$ cat src/rtl/stopwatch_ctrl.sv
// ============================================================================
//  stopwatch_ctrl : button debounce + run/pause/lap/clear sequencer
//  Optional lap feature enabled by defining STOPWATCH_LAP_EN.
//  Revision 1.0
// ============================================================================
`default_nettype none

module stopwatch_ctrl #(
   parameter int DEB_CYC = 2
) (
   input  logic       clk_core,
   input  logic       rst,
   input  logic       btn_ss,
   input  logic       btn_lc,
   input  logic [7:0] min_i,
   input  logic [7:0] sec_i,
   input  logic [7:0] ms_10_i,
   output logic       cnt_en,
   output logic       cnt_rst_n,
   output logic [7:0] disp_min,
   output logic [7:0] disp_sec,
   output logic [7:0] disp_ms_10,
   output logic [1:0] state_o,
   output logic       lap_flag
);

   localparam logic [3:0] C_DEB_CNT = 4'(DEB_CYC);

   typedef enum logic [1:0] {
      S_IDLE  = 2'b00,
      S_RUN   = 2'b01,
      S_PAUSE = 2'b10,
      S_LAP   = 2'b11
   } state_t;

   logic [1:0] btn_raw;
   logic [1:0] ev;
   logic       ev_ss;
   logic       ev_lc;

   assign btn_raw = {btn_lc, btn_ss};

   genvar gi;
   generate
      for (gi = 0; gi < 2; gi++) begin : g_deb
         logic       sync1_q;
         logic       sync2_q;
         logic       level_q;
         logic       level_prev_q;
         logic [3:0] cnt_q;
         logic [3:0] cnt_inc;

         assign cnt_inc = cnt_q + 4'd1;

         always_ff @(posedge clk_core or negedge rst) begin
            if (!rst) begin
               sync1_q      <= 1'b0;
               sync2_q      <= 1'b0;
               level_q      <= 1'b0;
               level_prev_q <= 1'b0;
               cnt_q        <= 4'd0;
            end else begin
               sync1_q      <= btn_raw[gi];
               sync2_q      <= sync1_q;
               level_prev_q <= level_q;
               if (sync2_q == level_q) begin
                  cnt_q <= 4'd0;
               end else if (cnt_inc == C_DEB_CNT) begin
                  level_q <= sync2_q;
                  cnt_q   <= 4'd0;
               end else begin
                  cnt_q <= cnt_inc;
               end
            end
         end

         // Rising edge of the debounced level only; releases are silent.
         assign ev[gi] = level_q & ~level_prev_q;
      end
   endgenerate

   assign ev_ss = ev[0];
   assign ev_lc = ev[1];

   state_t state_q;
   logic   cnt_rst_n_q;

   always_ff @(posedge clk_core or negedge rst) begin
      if (!rst) begin
         state_q     <= S_IDLE;
         cnt_rst_n_q <= 1'b0;
      end else begin
         cnt_rst_n_q <= 1'b1;
         case (state_q)
            S_IDLE: begin
               if (ev_ss) state_q <= S_RUN;
            end
            S_RUN: begin
               if (ev_ss) begin
                  state_q <= S_PAUSE;
`ifdef STOPWATCH_LAP_EN
               end else if (ev_lc) begin
                  state_q <= S_LAP;
`endif
               end
            end
            S_PAUSE: begin
               if (ev_ss) begin
                  state_q <= S_RUN;
               end else if (ev_lc) begin
                  state_q     <= S_IDLE;
                  cnt_rst_n_q <= 1'b0;
               end
            end
            S_LAP: begin
               if (ev_ss)      state_q <= S_PAUSE;
               else if (ev_lc) state_q <= S_RUN;
            end
            default: state_q <= S_IDLE;
         endcase
      end
   end

   assign state_o   = state_q;
   assign cnt_en    = (state_q == S_RUN) || (state_q == S_LAP);
   assign cnt_rst_n = cnt_rst_n_q;

`ifdef STOPWATCH_LAP_EN
   logic [7:0] lap_min_q;
   logic [7:0] lap_sec_q;
   logic [7:0] lap_ms_10_q;

   always_ff @(posedge clk_core or negedge rst) begin
      if (!rst) begin
         lap_min_q   <= 8'h00;
         lap_sec_q   <= 8'h00;
         lap_ms_10_q <= 8'h00;
      end else if ((state_q == S_RUN) && ev_lc && !ev_ss) begin
         lap_min_q   <= min_i;
         lap_sec_q   <= sec_i;
         lap_ms_10_q <= ms_10_i;
      end
   end

   assign lap_flag   = (state_q == S_LAP);
   assign disp_min   = lap_flag ? lap_min_q   : min_i;
   assign disp_sec   = lap_flag ? lap_sec_q   : sec_i;
   assign disp_ms_10 = lap_flag ? lap_ms_10_q : ms_10_i;
`else
   assign lap_flag   = 1'b0;
   assign disp_min   = min_i;
   assign disp_sec   = sec_i;
   assign disp_ms_10 = ms_10_i;
`endif

endmodule

`default_nettype wire

$ cat config.mk
export PLATFORM = sky130hd
export DESIGN_NAME = stopwatch_ctrl
export DESIGN_NICKNAME = d
export VERILOG_FILES = /design/src/rtl/stopwatch_ctrl.sv
export SDC_FILE = /design/constraint.sdc
export NUM_CORES = 1
export LEC_CHECK = 0
export BUFFER_PORTS_ARGS = -buffer_cell sky130_fd_sc_hd__buf_2
export CORE_MARGIN = 1.5
export CORE_UTILIZATION = 30
export DETAILED_ROUTE_END_ITERATION = 6
export GPL_TIMING_DRIVEN = 1
export PLACE_DENSITY = 0.58
export SLEW_MARGIN = 20
export SYNTH_ARGS = -nofsm -noshare
export SYNTH_HDL_FRONTEND = slang
export SYNTH_SLANG_ARGS = --single-unit
$ cat constraint.sdc
create_clock -name clk_core -period 1.65 [get_ports clk_core]
set_input_delay 0.165 -clock clk_core [delete_from_list [all_inputs] [get_ports clk_core]]
set_output_delay 0.165 -clock clk_core [all_outputs]
set_load 0.02 [all_outputs]
==> results of run 1 <==
synthesized netlist by cell type (2+ instances only):
library cell,number
buf_4,25
dfrtp_1,19
xnor2_1,7
ha_1,4
nand3_1,4
nor2_1,4
nor3_1,4
inv_1,2
nand2_1,2
nor2b_1,2
o21ai_2,2
xor2_1,2
how the worst max path moves through the flow:
stage | startpoint | end | slack [ns] | cells past startpoint
floorplan | g_deb[0].cnt_q[0]$_DFF_PN0_ | g_deb[0].level_q$_DFFE_PN0P_ | 0.01 | 4
global placement | g_deb[0].cnt_q[0]$_DFF_PN0_ | g_deb[0].level_q$_DFFE_PN0P_ | 0.02 | 4
detailed placement | g_deb[0].cnt_q[0]$_DFF_PN0_ | g_deb[0].level_q$_DFFE_PN0P_ | -0.006 | 4
CTS | g_deb[1].cnt_q[0]$_DFF_PN0_ | g_deb[1].level_q$_DFFE_PN0P_ | 0.0004 | 4
global route | g_deb[1].cnt_q[0]$_DFF_PN0_ | g_deb[1].level_q$_DFFE_PN0P_ | -0.02 | 4
finish | g_deb[1].cnt_q[0]$_DFF_PN0_ | g_deb[1].level_q$_DFFE_PN0P_ | 0.03 | 4
where the power goes:
part	switching (W)	internal, W	leakage [nW]	total, W
combinational	0.000263	0.000321	0.182	0.000584
clock	0.000137	0.0000903	0.0177	0.000227
sequential	0.000125	0.000598	0.232	0.000724
total	0.000525	0.00101	0.431	0.00153
layer usage:
| layer | track usage [%] | wire [microns] |
|---|---|---|
| met3 | 4.76 | 126 |
| met4 | 4.76 | 30 |
| met5 | 0 | 0 |
| met1 | 8.86 | 513 |
| met2 | 13.2 | 624 |
metrics by stage:
step	instances	cell area (sq um)	setup TNS [ns]
5_1_grt	123	1020	-0.0300
3_3_place_gp	114	900	0
6_report	123	1020	0
2_1_floorplan	86	978	0
4_1_cts	122	965	0
3_5_place_dp	114	900	-0.00646
final cells by class:
class / count / area (sq um) / share of cell area [%]
Clock buffer: 3 / 22.5 / 2.20
Sequential cell: 19 / 478 / 46.6
Inverter: 2 / 7.51 / 0.733
Timing Repair Buffer: 15 / 103 / 10.0
Multi-Input combinational cell: 39 / 354 / 34.6
Tap cell: 44 / 55.1 / 5.37
Clock inverter: 1 / 5.00 / 0.488
state kept, by name, indices dropped and copies added (netlist names):
| signal | flops |
|---|---|
| g_deb.cnt_q | 8 |
| g_deb.level_prev_q | 2 |
| g_deb.level_q | 2 |
| g_deb.sync1_q | 2 |
| g_deb.sync2_q | 2 |
| state_o | 2 |
| cnt_rst_n | 1 |
placed cells by master (no fill, tap or decap), drive strengths merged:
master,n
inv,2
nor2b,2
nand4b,1
dlygate4sd3,3
conb,1
clkbuf,3
buf,12
nor3,4
xnor2,7
xor2,2
nand2b,1
ha,4
nor2,4
nand2,2
or4b,2
nand3,4
o21ai,2
mux2,3
clkinv,1
dfrtp,19
kinds of logic after synthesis:
| kind of cell | count (synthesis) |
|---|---|
| buffers and inverters | 28 |
| AND/OR/NAND/NOR | 20 |
| flip-flops | 19 |
| XOR/XNOR | 9 |
| adder cells (fa/ha/maj) | 4 |
| multiplexers | 3 |
| AO/OA/AOI/OAI | 2 |
| other | 1 |
timing repair:
item                                   CTS  global route
hold buffers                             3             0
endpoints found under the hold margin   21             0
setup buffers                            1             1
pin swaps                                0             1
resized for setup                        0            12
setup endpoints to repair                1             2
worst max-delay path, stage by stage, from the launching register on:
cell	delay (ns)
dfrtp_2	0.47
ha_4	0.18
or4b_4	0.49
o21ai_4	0.09
mux2_4	0.31
==> qor.csv, run 1 <==
stage;metric;value;unit
run_status;status;complete, no violations;
drt;via_count;497;
global_route;antenna_found_initial;0;
pwr;power_density;1500;nW/um^2
timing;whs;0.310;ns
clocking;h-tree-depth;1;
timing;fmax;0.616;GHz
logic_synthesis;synth.cell_area;976;sq um
global_route;grt_usage;8.43;%
worst_setup_path;required;1.85;ns
logic_synthesis;yosysTopAreaCell;dfrtp_1;
clocking;cts_tree;done;
logic_synthesis;postSynthAreaPerCell;11.3;sq um
die;rows;20;
timing;finalWorstSetupSlack;0.0271;ns
logic_synthesis;ys_ff_latch;19;
drt;routedWlPerCell;10.5;microns
global_route;grt_pass1_wl;2210;microns
pwr;irDropWorstVdd;743;uV
clocking;path_clk_slew;0.11;ns
worst_setup_path;rr_startpoint;g_deb[1].cnt_q[0]$_DFF_PN0_;
worst_setup_path;crit_fanout;5;
logic_synthesis;async_flop_share;100;%
timing;hold_viol;0;
worst_setup_path;reg2regPathDepth;4;
worst_setup_path;crit_arrival;1.82;ns
cells_and_area;drive_above_1_share;38.0;%
flow_run;drv_cap;0;
logic_synthesis;netlist_top_cells_area;dfrtp_1 49%, buf_4 19%, xnor2_1 6.3%, ha_1 5.1%, nand3_1 2.1%;
min_path;hp-class;input pin to async pin;
logic_synthesis;synth_ff_type;dfrtp_1;
logic_synthesis;yosys.area_share.simple;11.7;%
die;die_h;60.0;microns
cells_and_area;fillers;296;
drt;wl;1300;microns
cells_and_area;syn_to_final_growth;5.00;%
drt;drcViolationCount;0;
timing;min_period_over_period;98.4;%
clocking;clkSinkCount;19;
logic_synthesis;syn_nets;118;
die;core_area;3080;sq um
clocking;clk_path_buf_depth;2;
worst_setup_path;end_kind;register;
logic_synthesis;synth_edf_count;0;
logic_synthesis;synthMuxAreaShare;3.85;%
placement;place.gp.congestion;0.794;
die;start_util;31.7;%
global_route;grt_max_degree;20;
logic_synthesis;synthAdderAreaFrac;5.13;%
logic_synthesis;synth_top_area_share;48.7;%
logic_synthesis;yosysSeqAreaShare;48.7;%
drt;vias_per_cell;4.04;
placement;hpwl;934;microns
logic_synthesis;syn_inst;86;
timing;rsz0062_at_grt;true;
logic_synthesis;synth-compound-area-share;1.79;%
worst_setup_path;ff2ff_setup_slack;0.03;ns
drt;drt-pass1-iter-count;2;
global_route;grt_pass1_vias;519;
clocking;clock_latency;0.30;ns
pwr;total_power;0.00153;W
clocking;cts_root_buf;clkbuf_4;
logic_synthesis;yosys_warnings;0;
drt;final_antenna_net_count;0;
cells_and_area;fin_nets;112;
placement;dp_slack;-0.00646;ns
worst_setup_path;path_class;register to register;
die;io_pins;57;
timing;setup_viol;0;
die;die_w;60.0;microns
die;die-area;3600;sq um
worst_setup_path;timing.rr.end;g_deb[1].level_q$_DFFE_PN0P_;
worst_setup_path;startpoint_type;register;
cells_and_area;antenna_cells;0;
timing;skew;0.0120;ns
logic_synthesis;synth_top_family_by_area;buffers and inverters;
timing;fin_crit;1.62;ns
cells_and_area;fin_util;33.3;%
clocking;numCtsBuffers;3;
placement;io_buffers;7;
drt;drt_iter0_markers;3;
logic_synthesis;synth_cell_types;21;
global_route;grt.overflow.total;0;
timing;slew_viol_final;0;
pwr;p_leak;0.431;nW
logic_synthesis;synth_xor_area_share;8.08;%
Note: power is estimated with default switching activity, not from simulation.
==> run 2: changes to the inputs <==
--- a/config.mk
+++ b/config.mk
@@ -11,6 +11,7 @@
 export DETAILED_ROUTE_END_ITERATION = 6
 export GPL_TIMING_DRIVEN = 1
 export PLACE_DENSITY = 0.58
+export SETUP_SLACK_MARGIN = 0.4
 export SLEW_MARGIN = 20
 export SYNTH_ARGS = -nofsm -noshare
 export SYNTH_HDL_FRONTEND = slang
==> run 2 against run 1 <==
Effect of this change:
- core utilization is 0.24 points higher
- register-to-register slack better by 0.02 ns
- fmax is 1.3% higher
- wire length is 2.2% higher
- non-clock buffer count is 4 higher
- largest power group unchanged
- highest routed layer unchanged
==> qor.csv, run 2 (synthesized netlist as in run 1, its figures left out) <==
stage;metric;value;unit;change
run_status;status;complete, no violations;;unchanged
pwr;combPwrFrac;41.4;%;was 38.1%
placement;hpwl;956;microns;was 934 microns
worst_setup_path;path_cells;ha_2 > or4b_4 > o21ai_4 > mux2_4;;was ha_4 > or4b_4 > o21ai_4 > mux2_4
drt;final_antenna_net_count;0;;unchanged
worst_setup_path;crit_arrival;1.79;ns;was 1.82 ns
worst_setup_path;max_stage_delay;0.49;ns;about the same
min_path;hp-class;input pin to async pin;;unchanged
die;die-area;3600;sq um;unchanged
clocking;clock_latency;0.29;ns;was 0.30 ns
global_route;grtUsageMet1;9.51;%;was 8.86%
clocking;cts_root_buf;clkbuf_4;;unchanged
drt;via_count;512;;was 497
worst_setup_path;cp_slowest_cell;or4b_4;;unchanged
worst_setup_path;critical_path_buf_inv_count;0;;unchanged
cells_and_area;design_area;1030;sq um;was 1020 sq um
timing;fmax;0.624;GHz;was 0.616 GHz
cells_and_area;final_common_cell;dfrtp_1;;unchanged
placement;dp_cells;115;;was 114
placement;io_buffers;7;;unchanged
pwr;internal_power;0.00106;W;was 0.00101 W
die;io_pins;57;;unchanged
timing;timing.setup.tns;0;ns;unchanged
cells_and_area;drive_above_1_share;36.1;%;was 38.0%
cells_and_area;antenna_cells;0;;unchanged
worst_setup_path;ff2ff_setup_slack;0.05;ns;was 0.03 ns
die;die_h;60.0;microns;unchanged
timing;setup_viol;0;;unchanged
global_route;antenna_found_initial;0;;unchanged
timing;slew_viol_final;0;;unchanged
pwr;switchingPower;0.000521;W;was 0.000525 W
global_route;grt_usage;8.38;%;was 8.43%
pwr;irDropWorstVdd;626;uV;was 743 uV
clocking;numCtsBuffers;3;;unchanged
drt;drcViolationCount;0;;unchanged
global_route;use_met2;13.0;%;was 13.2%
flow_run;drv_cap;0;;unchanged
cells_and_area;fin_cells;127;;was 123
die;die_w;60.0;microns;unchanged
clocking;clkSinkCount;19;;unchanged
worst_setup_path;crit_fanout;3;;was 5
timing;skew;0.000732;ns;was 0.0120 ns
timing;hold_viol;0;;unchanged
cells_and_area;final_cell_mix;19 x dfrtp_1, 8 x buf_4, 7 x xnor2_1, 7 x buf_2;;was 17 x dfrtp_1, 7 x xnor2_1, 7 x buf_2
clocking;h-tree-depth;1;;unchanged
pwr;p_sw_share;33.0;%;was 34.2%
worst_setup_path;reg2regPathDepth;4;;unchanged
placement;place.gp.congestion;0.789;;was 0.794
placement;dpl_cell_area;917;sq um;was 900 sq um
worst_setup_path;required;1.84;ns;was 1.85 ns
global_route;grt_pass1_wl;2210;microns;about the same
global_route;grt.overflow.total;0;;unchanged
cells_and_area;syn_to_final_growth;5.77;%;was 5.00%
cells_and_area;fin_nets;116;;was 112
pwr;power_density;1530;nW/um^2;was 1500 nW/um^2
pwr;seq_power_share;44.3;%;was 47.2%
timing;fin_crit;1.60;ns;was 1.62 ns
pwr;p_clk_share;14.3;%;was 14.8%
clocking;cts_tree;done;;unchanged
cells_and_area;top_register;g_deb.cnt_q;;unchanged
global_route;grtUsageMet3;4.55;%;was 4.76%
global_route;grt_pass1_vias;514;;was 519
drt;routedWlPerCell;10.4;microns;was 10.5 microns
worst_setup_path;startpoint_type;register;;unchanged
pwr;p_leak;0.453;nW;was 0.431 nW
clocking;path_clk_slew;0.10;ns;was 0.11 ns
global_route;grt_max_degree;20;;unchanged
drt;drt-pass1-iter-count;2;;unchanged
global_route;grt-busiest-layer;met2;;unchanged
die;rows;20;;unchanged
worst_setup_path;end_kind;register;;unchanged
timing;min_period_over_period;97.1;%;was 98.4%
clocking;clk_path_buf_depth;2;;unchanged
worst_setup_path;timing.rr.end;g_deb[0].level_q$_DFFE_PN0P_;;was g_deb[1].level_q$_DFFE_PN0P_
drt;vias_per_cell;4.03;;was 4.04
timing;rsz0062_at_grt;true;;unchanged
worst_setup_path;path_delay_family;simple AND/OR/NAND/NOR gates;;unchanged
die;start_util;31.7;%;unchanged
drt;wl;1320;microns;was 1300 microns
die;core_area;3080;sq um;unchanged
worst_setup_path;rr_startpoint;g_deb[0].cnt_q[0]$_DFF_PN0_;;was g_deb[1].cnt_q[0]$_DFF_PN0_
worst_setup_path;path_class;register to register;;unchanged
cells_and_area;largest_register_ffs;8;;unchanged
drt;drt_iter0_markers;6;;was 3
## run 2: layer usage
| metal | up-vias | share of wire (%) |
|---|---|---|
| met4 | 0 | 1.2 |
| met2 | 20 | 49 |
| met1 | 243 | 40 |
| met3 | 4 | 9.0 |
| li1 | 245 | - |
| met5 | - | 0 |
## run 2: final cells by class
cell class	instances	area, sq um
inverter	2	7.51
multi-input combinational	39	332
fill	315	2050
sequential	19	475
tap	44	55.1
timing repair buffer	19	136
clock buffer	4	26.3
## run 2: what timing repair did
item,in CTS,in global routing
cloned,0,0
hold buffers,3,0
endpoints found under the hold margin,21,0
resized for setup,3,2
pin swaps,2,0
setup endpoints to repair,6,6
buffers inserted,5,0
## run 2: stage by stage
step	hold WS, ns	util [%]	power, W	setup WS [ns]
floorplan	-0.131	-	0.00117	0.0471
global placement	0.120	29.8	0.00123	0.0255
detailed placement	0.125	29.8	0.00124	0.0179
CTS	0.328	33.3	0.00158	0.0370
global route	0.330	33.5	0.00170	-0.00443
finish	0.330	33.5	0.00158	0.0479
## run 2: power by group through the flow
| stage | registers (W) | clock network [W] | logic (W) |
|---|---|---|---|
| floorplan | 0.000729 | 0 | 0.000437 |
| global route | 0.000724 | 0.000260 | 0.000719 |
| CTS | 0.000700 | 0.000246 | 0.000632 |
| finish | 0.000700 | 0.000225 | 0.000654 |
| global placement | 0.000705 | 0 | 0.000522 |
| detailed placement | 0.000714 | 0 | 0.000531 |
## run 2: worst max path at each step
stage          slack, ns                            to                         from  depth (start not counted)
2_1_floorplan       0.05  g_deb[1].level_q$_DFFE_PN0P_  g_deb[1].cnt_q[0]$_DFF_PN0_                          4
5_1_grt           -0.004  g_deb[1].level_q$_DFFE_PN0P_  g_deb[1].cnt_q[1]$_DFF_PN0_                          5
3_5_place_dp        0.02  g_deb[0].level_q$_DFFE_PN0P_  g_deb[0].cnt_q[1]$_DFF_PN0_                          4
4_1_cts             0.04  g_deb[0].level_q$_DFFE_PN0P_  g_deb[0].cnt_q[0]$_DFF_PN0_                          4
3_3_place_gp        0.03  g_deb[0].level_q$_DFFE_PN0P_  g_deb[0].cnt_q[1]$_DFF_PN0_                          4
6_report            0.05  g_deb[0].level_q$_DFFE_PN0P_  g_deb[0].cnt_q[0]$_DFF_PN0_                          4
